--- config.mk ---
export PLATFORM = sky130hd
export DESIGN_NAME = rns2bin_32_31_21_5
export DESIGN_NICKNAME = d
export VERILOG_FILES = /design/src/rtl/rns_32_31_21_5_pkg.sv /design/src/rtl/rns_mod_reduce_small.sv /design/src/rtl/rns2bin_32_31_21_5.sv
export SDC_FILE = /design/constraint.sdc
export NUM_CORES = 1
export LEC_CHECK = 0
export ABC_AREA = 1
export ABC_CLOCK_PERIOD_IN_PS = 13000
export CORE_ASPECT_RATIO = 1.5
export CORE_MARGIN = 2
export CORE_UTILIZATION = 56
export CTS_CLUSTER_SIZE = 14
export DETAILED_ROUTE_END_ITERATION = 10
export PLACE_DENSITY = 0.77
export REMOVE_ABC_BUFFERS = 1
export SYNTH_ARGS = -nofsm -noshare
export SYNTH_HDL_FRONTEND = slang
export SYNTH_SLANG_ARGS = --single-unit
--- constraint.sdc ---
create_clock -name clk -period 13 [get_ports clk]
set_input_delay 1.3 -clock clk [delete_from_list [all_inputs] [get_ports clk]]
set_output_delay 1.3 -clock clk [all_outputs]
set_load 0.05 [all_outputs]
--- src/rtl/rns_32_31_21_5_pkg.sv ---
// Shared constants and types for the (32, 31, 21, 5) residue number system.
// Holds the moduli, the dynamic range M, the residue/output widths, the
// mixed-radix weights, the modular inverses used by the digit steps, and the
// state encoding of the residue-to-binary converter FSM.
package rns_32_31_21_5_pkg;

    // Moduli and dynamic range
    localparam int MOD_1 = 32;
    localparam int MOD_2 = 31;
    localparam int MOD_3 = 21;
    localparam int MOD_4 = 5;
    localparam int M     = 104160;

    // Residue and result widths
    localparam int RES1_W = 5;
    localparam int RES2_W = 5;
    localparam int RES3_W = 5;
    localparam int RES4_W = 3;
    localparam int OUT_W  = 17;

    // Mixed-radix weights: 32, 32*31, 32*31*21
    localparam int WEIGHT_2 = 32;
    localparam int WEIGHT_3 = 992;
    localparam int WEIGHT_4 = 20832;

    // Inverses: 992^-1 mod 21 = 17, 20832^-1 mod 5 = 3
    localparam int INV_3 = 17;
    localparam int INV_4 = 3;

    typedef enum logic [2:0] {
        IDLE = 3'd0,
        DIG2 = 3'd1,
        DIG3 = 3'd2,
        DIG4 = 3'd3,
        DONE = 3'd4
    } state_t;

endpackage

--- src/rtl/rns_mod_reduce_small.sv ---
// Combinational reduction of an unsigned partial sum by a small constant
// modulus. One instance per reduction in each digit step.
// Ports:
//   value  in   DATA_W  unsigned operand
//   rem    out  OUT_W   value mod MODULUS
module rns_mod_reduce_small #(
    parameter int MODULUS = 21,
    parameter int DATA_W  = 10,
    parameter int OUT_W   = 5
) (
    input  logic [DATA_W-1:0] value,
    output logic [OUT_W-1:0]  rem
);

    localparam logic [DATA_W-1:0] MOD_D = DATA_W'(MODULUS);

    // Remainder always fits in OUT_W because it is below MODULUS.
    assign rem = OUT_W'(value % MOD_D);

endmodule

--- src/rtl/rns2bin_32_31_21_5.sv ---
// Residue (32, 31, 21, 5) to binary converter using sequential mixed-radix
// conversion: X = a1 + 32*a2 + 992*a3 + 20832*a4, one digit per cycle.
// Ports:
//   clk, reset              clock, asynchronous active-high reset
//   in_valid / in_ready     residue tuple handshake
//   res_1..res_4            residues mod 32, 31, 21, 5
//   out_valid / out_ready   result handshake
//   bin_out                 converted value 0..104159
//   err                     accepted tuple held an out-of-range residue
module rns2bin_32_31_21_5
    import rns_32_31_21_5_pkg::*;
(
    input  logic        clk,
    input  logic        reset,
    input  logic        in_valid,
    output logic        in_ready,
    input  logic [4:0]  res_1,
    input  logic [4:0]  res_2,
    input  logic [4:0]  res_3,
    input  logic [2:0]  res_4,
    output logic        out_valid,
    input  logic        out_ready,
    output logic [16:0] bin_out,
    output logic        err
);

    state_t      state;
    logic [4:0]  r2;
    logic [4:0]  r3;
    logic [2:0]  r4;
    logic [4:0]  p1;
    logic [9:0]  p2;
    logic [14:0] p3;

    logic        accept;
    logic        bad;

    assign in_ready  = (state == IDLE) || ((state == DONE) && out_ready);
    assign out_valid = (state == DONE);
    assign accept    = in_valid && in_ready;

    // res_1 spans its full 5-bit range, so only the other three can be invalid.
    assign bad = (res_2 == 5'(MOD_2)) || (res_3 >= 5'(MOD_3)) || (res_4 >= 3'(MOD_4));

    // Digit 2: a2 = (res_2 - a1) mod 31. Adding 62 keeps the difference
    // non-negative even when a1 = 31 exceeds the modulus.
    logic [6:0] diff2;
    logic [4:0] a2;
    logic [9:0] p2_next;

    assign diff2 = 7'(r2) + 7'(2 * MOD_2) - 7'(p1);

    rns_mod_reduce_small #(.MODULUS(MOD_2), .DATA_W(7), .OUT_W(5)) u_red_a2 (
        .value (diff2),
        .rem   (a2)
    );

    assign p2_next = 10'(p1) + 10'(a2) * 10'(WEIGHT_2);

    // Digit 3: a3 = ((res_3 - P2 mod 21) * 17) mod 21
    logic [4:0] p2_m21;
    logic [5:0] diff3;
    logic [9:0] prod3;
    logic [4:0] a3;
    logic [14:0] p3_next;

    rns_mod_reduce_small #(.MODULUS(MOD_3), .DATA_W(10), .OUT_W(5)) u_red_p2 (
        .value (p2),
        .rem   (p2_m21)
    );

    assign diff3 = 6'(r3) + 6'(MOD_3) - 6'(p2_m21);
    assign prod3 = 10'(diff3) * 10'(INV_3);

    rns_mod_reduce_small #(.MODULUS(MOD_3), .DATA_W(10), .OUT_W(5)) u_red_a3 (
        .value (prod3),
        .rem   (a3)
    );

    assign p3_next = 15'(p2) + 15'(a3) * 15'(WEIGHT_3);

    // Digit 4: a4 = ((res_4 - P3 mod 5) * 3) mod 5
    logic [2:0]  p3_m5;
    logic [3:0]  diff4;
    logic [4:0]  prod4;
    logic [2:0]  a4;
    logic [16:0] bin_next;

    rns_mod_reduce_small #(.MODULUS(MOD_4), .DATA_W(15), .OUT_W(3)) u_red_p3 (
        .value (p3),
        .rem   (p3_m5)
    );

    assign diff4 = 4'(r4) + 4'(MOD_4) - 4'(p3_m5);
    assign prod4 = 5'(diff4) * 5'(INV_4);

    rns_mod_reduce_small #(.MODULUS(MOD_4), .DATA_W(5), .OUT_W(3)) u_red_a4 (
        .value (prod4),
        .rem   (a4)
    );

    assign bin_next = 17'(p3) + 17'(a4) * 17'(WEIGHT_4);

    // Control and datapath registers. Acceptance can only happen in IDLE or
    // in DONE with out_ready, so it takes priority over the per-state steps.
    always_ff @(posedge clk or posedge reset) begin
        if (reset) begin
            state   <= IDLE;
            r2      <= '0;
            r3      <= '0;
            r4      <= '0;
            p1      <= '0;
            p2      <= '0;
            p3      <= '0;
            bin_out <= '0;
            err     <= 1'b0;
        end else if (accept) begin
            r2 <= res_2;
            r3 <= res_3;
            r4 <= res_4;
            p1 <= res_1;
            if (bad) begin
                // Out-of-range tuple: report immediately, skip the digit steps.
                bin_out <= '0;
                err     <= 1'b1;
                state   <= DONE;
            end else begin
                err   <= 1'b0;
                state <= DIG2;
            end
        end else begin
            case (state)
                DIG2: begin
                    p2    <= p2_next;
                    state <= DIG3;
                end
                DIG3: begin
                    p3    <= p3_next;
                    state <= DIG4;
                end
                DIG4: begin
                    bin_out <= bin_next;
                    state   <= DONE;
                end
                DONE: begin
                    if (out_ready) begin
                        state <= IDLE;
                    end
                end
                default: state <= IDLE;
            endcase
        end
    end

endmodule

==> impl.org, run 1 <==
** Run status
- Run status :: finished, violations left
- Violated checks :: design-rule violations, negative setup slack

** Placed design
- Input/output buffers :: 41
- HPWL after DPL :: ~14 mm
- Cell total after placement :: around 1400
- Routability-driven placement finished with a final weighted congestion of around 0.88.
- Once placement finished, the instance area stood at just over 0.009 mm^2.
- Post-placement setup slack :: -1.74 ns

** Cells and area
- Final-layout fill cell count :: around 770
- Top library cells by usage in the layout, fill and taps aside :: nand2_1 (243), buf_4 (190), inv_1 (161)
- 0 antenna diodes ended up in the layout.
- The finished layout holds 1527 standard cells, fillers aside.
- Proportion of layout cells with a drive suffix above 1 :: 0.347
- For this run, the post-layout net count is 1481.
- The library cell used most frequently in the layout, excluding fill and tap cells, is nand2_1.
- From synthesis to final layout, the design area changed by 41.7%.
- Post-route cell area :: around 0.011 mm^2

** Global route
- Initial antenna violation count :: 0
- The total overflow left after global routing is 0.
- Entering global routing, the biggest net connects between 60 and 70 pins.
- The via count of the first global-routing pass came to between 8000 and 9000.
- The first global-routing pass estimated ~36 mm of wire.
- Total global-route track usage :: 0.296

** Drt
- Via count normalized by instance count :: ~5.8
- Antenna violation net count after detailed routing :: 0
- In this run, the number of DRC markers left after iteration 0 of detailed routing was about 550.
- Final WL :: roughly 27 mm
- Number of optimization iterations in the first detailed-route pass :: 10
- DRC errors left :: 1
- Dividing the detail-routed wire length by the instance count gives about 17 um.
- The final route contains between 8000 and 9000 vias.

** Logic synthesis
- During synthesis, Yosys emitted a total of 0 warnings.
- Portion of netlist area occupied by mux cells :: 0.00129
- Simple-gate area share of the yosys netlist :: 0.293
- The share of synthesized area in the top cell type comes to 0.207.
- Synthesis handed over a netlist of between 1000 and 1500 instances.
- Cell type with the largest total area after synthesis :: dfrtp_1
- Of the total synthesized cell area, the portion taken by full adders, half adders and majority gates is 0.175.
- Number of enable-type register cells in the synthesized netlist :: 0
- Flop and latch count out of synthesis :: 64
- Synth area leaders :: dfrtp_1 (21%), nand2_1 (14%), ha_1 (13%)
- Mean cell area of the mapped netlist :: a little under 7 um^2
- Synth Area in Compound Gates :: 0.119
- Ys async rst share :: 1.00
- Dominant combinational cell family by area after synthesis :: simple AND/OR/NAND/NOR gates
- Among all flip-flop cells after synthesis, the most frequent one is dfrtp_1.
- Of the total synthesized cell area, the portion taken by XOR and XNOR cells is 0.0942.
- Number of unique standard cell types used by synthesis :: 53
- Post-Syn Area :: between 0.007 and 0.008 mm^2
- For this run, the register share of the synthesized area comes to 0.207.

** Clocking
- Clock-pin slew was measured on the worst setup and hold paths at 0.06 ns.
- TritonCTS built the clock tree.
- Cts-stage hold buffer count :: 0
- The root buffer cell chosen for the clock tree is clkbuf_16.
- Cts bufs inserted :: 9
- Clock Latency Late Sink :: 0.35 ns
- Clock sink count :: 64
- The clock passes through at most 2 buffers.
- Depth of the CTS H-tree :: 3

** Floorplan
- Core box area :: about 0.014 mm^2
- The floorplan step defined a die boundary enclosing around 0.015 mm^2.
- Std-Cell Rows :: 52
- Effective utilization at floorplan :: 0.572
- During I/O placement, the number of pins put on the boundary was 42.
- The die is between 100 and 150 um tall.
- Overall die width :: about 100 um

** Hold path
- The min-delay analysis places its worst path in the category register to register.

** Critical path
- In this run the worst path has a maximum fanout of 5.
- Among all stages on the critical path, the largest delay is contributed by fa_1.
- Worst Path Class, Setup :: register to register
- For the worst setup path, the data required time is between 10 and 15 ns.
- Crit path launch type :: register
- STA classifies the critical path endpoint as a register.
- The most numerous cell type found on the critical path is nand2_2.
- Signal arrival time at the worst endpoint :: between 15 and 20 ns
- Delay of the slowest cell on the worst path :: a little over 0.6 ns

** STA
- Measured against its own limit, the worst slew margin works out to 0.160.
- For the pin with the worst max-slew slack, the measured transition is 1.25 ns.
- Number of max-slew violations in the final report :: 0
- Final TNS setup :: -13.16 ns
- Number of endpoints failing setup at the final stage :: 9
- Maximum clock frequency :: 66.5 MHz
- Unrepaired setup endpoints after global routing :: true
- Time the final worst path needs with I/O delays and setup :: around 15 ns
- Of the available clock period, the critical path in the final layout requires 1.16.
- Worst Clk Skew :: ~0.011 ns
- Final worst-path setup slack :: -2.05 ns
- Final Hold Violating Endpoints :: 0

** Flow run
- Across the run, the number of max-cap violations was 0.
[cell type report]
type                    count  area (um^2)  area share
flip-flops and latches     64         1600       0.146
clock buffers              10          239      0.0218
well taps                 162          203      0.0185
inverters                 217          820      0.0747
repair buffers            239         1930       0.176
clock inverters             6         43.8     0.00399
multi-input cells         829         6140       0.560
[logic make-up (layout without fill, tap and decap cells)]
kind of cell	Yosys count	after routing
AO/OA/AOI/OAI	154	154
XOR/XNOR	76	76
adder cells (fa/ha/maj)	99	99
buffers and inverters	228	472
flip-flops	64	64
multiplexers	1	1
AND/OR/NAND/NOR	499	499
[registers in the layout, indices dropped and copies added (netlist names)]
signal   flops
bin_out     17
err          1
p1           5
p2          10
p3          15
r2           5
r3           5
r4           3
state        3
[path summary, 6_finish.rpt]
path,from,endpoint,slack (ns),depth (start not counted)
max,p2[6]$_DFFE_PP0P_,p3[14]$_DFFE_PP0P_,-2.05,105
max in group asynchronous,reset,p3[13]$_DFFE_PP0P_,10.83,3
max reg2reg,p2[6]$_DFFE_PP0P_,p3[14]$_DFFE_PP0P_,-2.05,105
min in group asynchronous,reset,r4[2]$_DFFE_PP0P_,1.51,3
min,bin_out[14]$_DFFE_PP0P_,bin_out[14]$_DFFE_PP0P_,0.48,2
min reg2reg,bin_out[14]$_DFFE_PP0P_,bin_out[14]$_DFFE_PP0P_,0.48,2
[critical path, delay by kind of cell, from the launching register on]
kind	cells	cell delay [ns]
AND/OR/NAND/NOR	43	4.45
flip-flops	1	0.41
AO/OA/AOI/OAI	13	1.67
XOR/XNOR	12	2.19
adder cells (fa/ha/maj)	13	4.01
buffers and inverters	24	2.16
[cells in the mapped netlist (2+ instances only)]
master	instances
nand3b_1	3
xnor2_1	13
and2_1	2
a211oi_1	3
nand2_2	42
nand3_2	13
o21ai_1	12
inv_1	180
clkbuf_1	10
a21oi_1	36
nor2_1	61
nor2_2	3
nand2_1	280
clkinv_2	2
nand2_4	3
ha_1	83
dfrtp_1	64
a21oi_2	6
o21ai_0	64
nor3_1	5
o31ai_1	8
fa_1	16
a31oi_1	4
clkinv_1	3
o211ai_1	2
inv_2	32
nand3_1	67
xor2_1	56
nand4_1	9
nor4_1	4
o21ai_2	4
o21bai_1	3
xor2_2	6
or2_1	3
[timing repair]
item / 4_1_cts / 5_1_grt
resized for setup: 107 / 94
setup endpoints to repair: 8 / 14
buffers inserted: 39 / 25
cloned: 0 / 0
pin swaps: 84 / 84
[per-stage QoR]
step	utilization	hold WS, ns
after floorplan	-	0.453
after global placement	0.689	0.463
after detailed placement	0.689	0.468
after CTS	0.766	0.482
after global routing	0.811	0.507
final	0.811	0.478
[per-layer routing]
metal	global-route usage	share of wire
met1	0.291	0.33
met2	0.587	0.53
met3	0.0307	0.056
met4	0.156	0.082
met5	0	0
Power of run 1 is left out: the tool's default activity adds up to more than one toggle a clock period on the data nets, which glitch-free logic cannot reach.
==> run 2, diff against run 1 <==
--- a/config.mk
+++ b/config.mk
@@ -5,14 +5,13 @@
 export SDC_FILE = /design/constraint.sdc
 export NUM_CORES = 1
 export LEC_CHECK = 0
-export ABC_AREA = 1
 export ABC_CLOCK_PERIOD_IN_PS = 13000
 export CORE_ASPECT_RATIO = 1.5
 export CORE_MARGIN = 2
-export CORE_UTILIZATION = 56
+export CORE_UTILIZATION = 57
 export CTS_CLUSTER_SIZE = 14
 export DETAILED_ROUTE_END_ITERATION = 10
-export PLACE_DENSITY = 0.77
+export PLACE_DENSITY = 0.78
 export REMOVE_ABC_BUFFERS = 1
 export SYNTH_ARGS = -nofsm -noshare
 export SYNTH_HDL_FRONTEND = slang
==> run 2 against run 1 <==
Against the previous run: the run ends with negative setup slack left; global-route usage up 7.6 points; die area up 21%; fmax down 12%; setup slack worse by 2.1 ns; clock-buffer cell count up 1.
==> impl.org, run 2 <==
** Global route
- The pin count of the biggest net entering global routing is 65 (unchanged).
- The initial antenna violation count is 0 (unchanged).
- Via count of the first global-routing pass :: 11700 (was 8432)
- The global-route usage over all layers is 0.371 (was 0.296).
- The global-route wire length before repair came to 53.2 mm (was 35.8 mm).
- GR Overflow Total :: 0 (unchanged)

** Clocking
- Clock sink count :: 64 (unchanged)
- The clock latency on the worst-skew pair was 0.35 ns (about the same).
- The maximum buffer depth of the clock tree was 2 (unchanged).
- Depth of the CTS H-tree :: 3 (unchanged)
- Root buffer cell :: clkbuf_16 (unchanged)
- Clock transition time at the flip-flop clock pins of the worst setup and hold paths :: 0.06 ns (about the same)
- The clock tree from TritonCTS is built (unchanged).
- Cts bufs inserted :: 9 (unchanged)
- Cts-stage hold buffer count :: 0 (unchanged)

** STA
- The max-slew violation count was 0 (unchanged).
- The minimum period implied by the final worst setup slack is 17.13 ns (was 15.05 ns).
- Worst slew margin :: 0.186 (was 0.160)
- Part of the cycle the worst path needs :: 1.32 (was 1.16)
- Worst Clk Skew :: 0.00679 ns (was 0.0109 ns)
- The hold violation total from the final report was 0 (unchanged).
- The achievable clock frequency is 58.4 MHz (was 66.5 MHz).
- Unrepaired setup endpoints after global routing: true (unchanged).
- The worst path setup slack after routing was -4.13 ns (was -2.05 ns).
- Number of endpoints failing setup at the final stage :: 10 (was 9)
- Tightest Pin Transition :: 1.22 ns (was 1.25 ns)

** Logic synthesis
- Fraction of post-synthesis cell area in the top cell type by area :: 0.167 (was 0.207)
- Number of warnings issued by yosys :: 0 (unchanged)
- The most frequent cell after synthesis was nand2_1 (unchanged).
- The synthesized instance count is 1247 (was 1121).
- The number of synthesized flops with an enable pin was 0 (unchanged).
- The cell taking the most area after synthesis is dfrtp_1 (unchanged).
- Share of synthesized area occupied by flip-flops and latches :: 0.167 (was 0.207)
- Mean cell area of the mapped netlist :: 7.71 um^2 (was 6.91 um^2)
- Most frequent cells after synthesis :: nand2_1 (137), o21ai_0 (109), inv_1 (88), ha_1 (83), nor2_1 (77) (was nand2_1 (280), inv_1 (180), ha_1 (83), nand3_1 (67))
- Ys async rst share :: 1.00 (unchanged)
- The number of distinct standard cells referenced by the synthesized netlist is 108 (was 53).
- Synth area leaders: dfrtp_1 (17%), ha_1 (11%), o21ai_0 (5.7%) (was dfrtp_1 (21%), nand2_1 (14%), ha_1 (13%)).
- The synthesized cell area came to 0.00961 mm^2 (was 0.00774 mm^2).
- Flop and latch count out of synthesis :: 64 (unchanged)
- The dominant register cell in the synthesized netlist was dfrtp_1 (unchanged).

** Run status
- Run status :: finished, violations left (unchanged)
- Violated checks: negative setup slack (was design-rule violations, negative setup slack).

** Flow run
- The count of maximum capacitance violations came to 0 (unchanged).

** Cells and area
- Diodes inserted :: 0 (unchanged)
- Top library cells by usage in the layout, fill and taps aside :: buf_4 (307), nand2_1 (134), o21ai_0 (94) (was nand2_1 (243), buf_4 (190), inv_1 (161))
- Largest registers in the final layout :: bin_out (17), p3 (15), p2 (10) (unchanged)
- The post-layout net count is 1691 (was 1481).
- Commonest non-fill, non-tap cell in the layout :: buf_4 (was nand2_1)
- The register name with the most flops is bin_out (unchanged).
- Flip-flop count of the largest register, all copies and words added :: 17 (unchanged)
- Proportion of layout cells with a drive suffix above 1 :: 0.324 (was 0.347)
- The area growth from synthesis to layout was 42.8% (was 41.7%).

** Drt
- The detailed router's first-iteration violation count came to 1277 (was 552).
- WL/cell :: 21.9 um (was 17.5 um)
- The remaining number of nets flagged by the antenna check after routing is 0 (unchanged).
- The detail-routed via count per cell was 6.89 (was 5.76).
- The overall routed net length came to 39.1 mm (was 26.7 mm).
- The overall via count from detail_route was 12300 (was 8798).
- DRC errors left :: 0 (was 1)
- The number of optimization iterations in the first detailed-route pass was 6 (was 10).

** Critical path
- Worst path required time :: 13.20 ns (was 13.22 ns)
- Worst Path Class, Setup :: register to register (unchanged)
- The type of origin of the critical path was a register (unchanged).
- Critical-path maximum fanout :: 5 (unchanged)
- Max stage delay cell, worst path :: o31ai_1 (was fa_1)
- Signal arrival time at the worst endpoint :: 17.33 ns (was 15.26 ns)
- Most prevalent standard cell on the critical path :: buf_4 (was nand2_2)
- Delay of the slowest cell on the worst path :: 0.61 ns (about the same)
- Critical Path Sink Type :: register (unchanged)

** Placed design
- Final weighted congestion in routability-driven placement :: 0.949 (was 0.879)
- The post-DP HPWL came to 23.0 mm (was 14.3 mm).
- Post-placement setup slack :: -3.79 ns (was -1.74 ns)
- The total of buffers placed on input and output ports was 41 (unchanged).

** Floorplan
- Core box area :: 0.0166 mm^2 (was 0.0135 mm^2)
- The height of the die was 163 um (was 148 um).
- The overall die width is 110 um (was 100 um).
- The total die area was 0.0179 mm^2 (was 0.0148 mm^2).
- The initial core utilization was 0.578 (was 0.572).
- Ports placed on the boundary :: 42 (unchanged)
- Std-Cell Rows :: 58 (was 52)

** Hold path
- HP Class :: register to register (unchanged)
-- run 2: worst max-delay path, delay by kind of cell (launching register included) --
kind	cells	cell delay, ns
DFF	1	0.35
adders and majority gates	14	4.42
and+or+nand+nor	13	1.88
buffers and inverters	13	1.52
xor gates and xnor gates	7	1.31
AOI/OAI and AO/OA	34	7.35
muxes	1	0.11
-- run 2: worst paths after layout --
kind                                               from                 endpoint  slack (ns)  depth (start not counted)
max in group asynchronous                         reset       p3[11]$_DFFE_PP0P_       10.92                          3
worst max-delay path                  p2[6]$_DFFE_PP0P_       p3[13]$_DFFE_PP0P_       -4.13                         82
worst max register to register        p2[6]$_DFFE_PP0P_       p3[13]$_DFFE_PP0P_       -4.13                         82
worst min register to register  bin_out[12]$_DFFE_PP0P_  bin_out[12]$_DFFE_PP0P_        0.47                          2
worst min-delay path            bin_out[12]$_DFFE_PP0P_  bin_out[12]$_DFFE_PP0P_        0.47                          2
min in group asynchronous                         reset        r2[3]$_DFFE_PP0P_        1.52                          3
-- run 2: per-layer routing --
metal,part of all wire,global-route usage,vias to the layer above
li1,-,-,5287
met1,0.31,0.356,5624
met2,0.49,0.683,942
met3,0.078,0.0543,448
met4,0.12,0.295,0
met5,0,0,-
-- run 2: kinds of logic after synthesis --
logic type / Yosys count / share of synthesized area
AOI/OAI and AO/OA: 426 / 0.322
xor gates and xnor gates: 67 / 0.0634
adders and majority gates: 102 / 0.144
buffers and inverters: 139 / 0.0565
DFF: 64 / 0.167
muxes: 27 / 0.0298
and+or+nand+nor: 422 / 0.217
-- run 2: layout make-up --
cell class / instances / area, um^2
timing repair buffer: 359 / 2840
clock inverter: 5 / 38.8
fill: 916 / 2890
inverter: 92 / 345
sequential: 64 / 1600
tap: 210 / 263
multi-input combinational: 1044 / 8390
clock buffer: 11 / 253
-- run 2: stage by stage --
step                TNS [ns]  area (um^2)   util  hold slack [ns]  cells
floorplan             -38.11         9410      -            0.452   1200
global placement      -24.70        12000  0.723            0.460   1708
detailed placement    -30.50        12000  0.723            0.469   1708
CTS                   -18.32        13200  0.792            0.482   1763
global route          -38.69        13700  0.826            0.508   1785
finish                -33.89        13700  0.826            0.474   1785
-- run 2: timing repair --
item | 4_1_cts | 5_1_grt
pin swaps | 75 | 66
gates resized for setup | 119 | 70
setup buffers | 40 | 25
gates cloned | 0 | 0
endpoints found under the setup margin | 10 | 13
Power of run 2 is left out for the same reason.
==> run 3, diff against run 2 <==
--- a/config.mk
+++ b/config.mk
@@ -13,6 +13,7 @@
 export DETAILED_ROUTE_END_ITERATION = 10
 export PLACE_DENSITY = 0.78
 export REMOVE_ABC_BUFFERS = 1
+export SLEW_MARGIN = 20
 export SYNTH_ARGS = -nofsm -noshare
 export SYNTH_HDL_FRONTEND = slang
 export SYNTH_SLANG_ARGS = --single-unit
==> results of run 3 <==
Final layout, timing and power as in run 2 (identical DEF).
Power of run 3 is left out for the same reason.
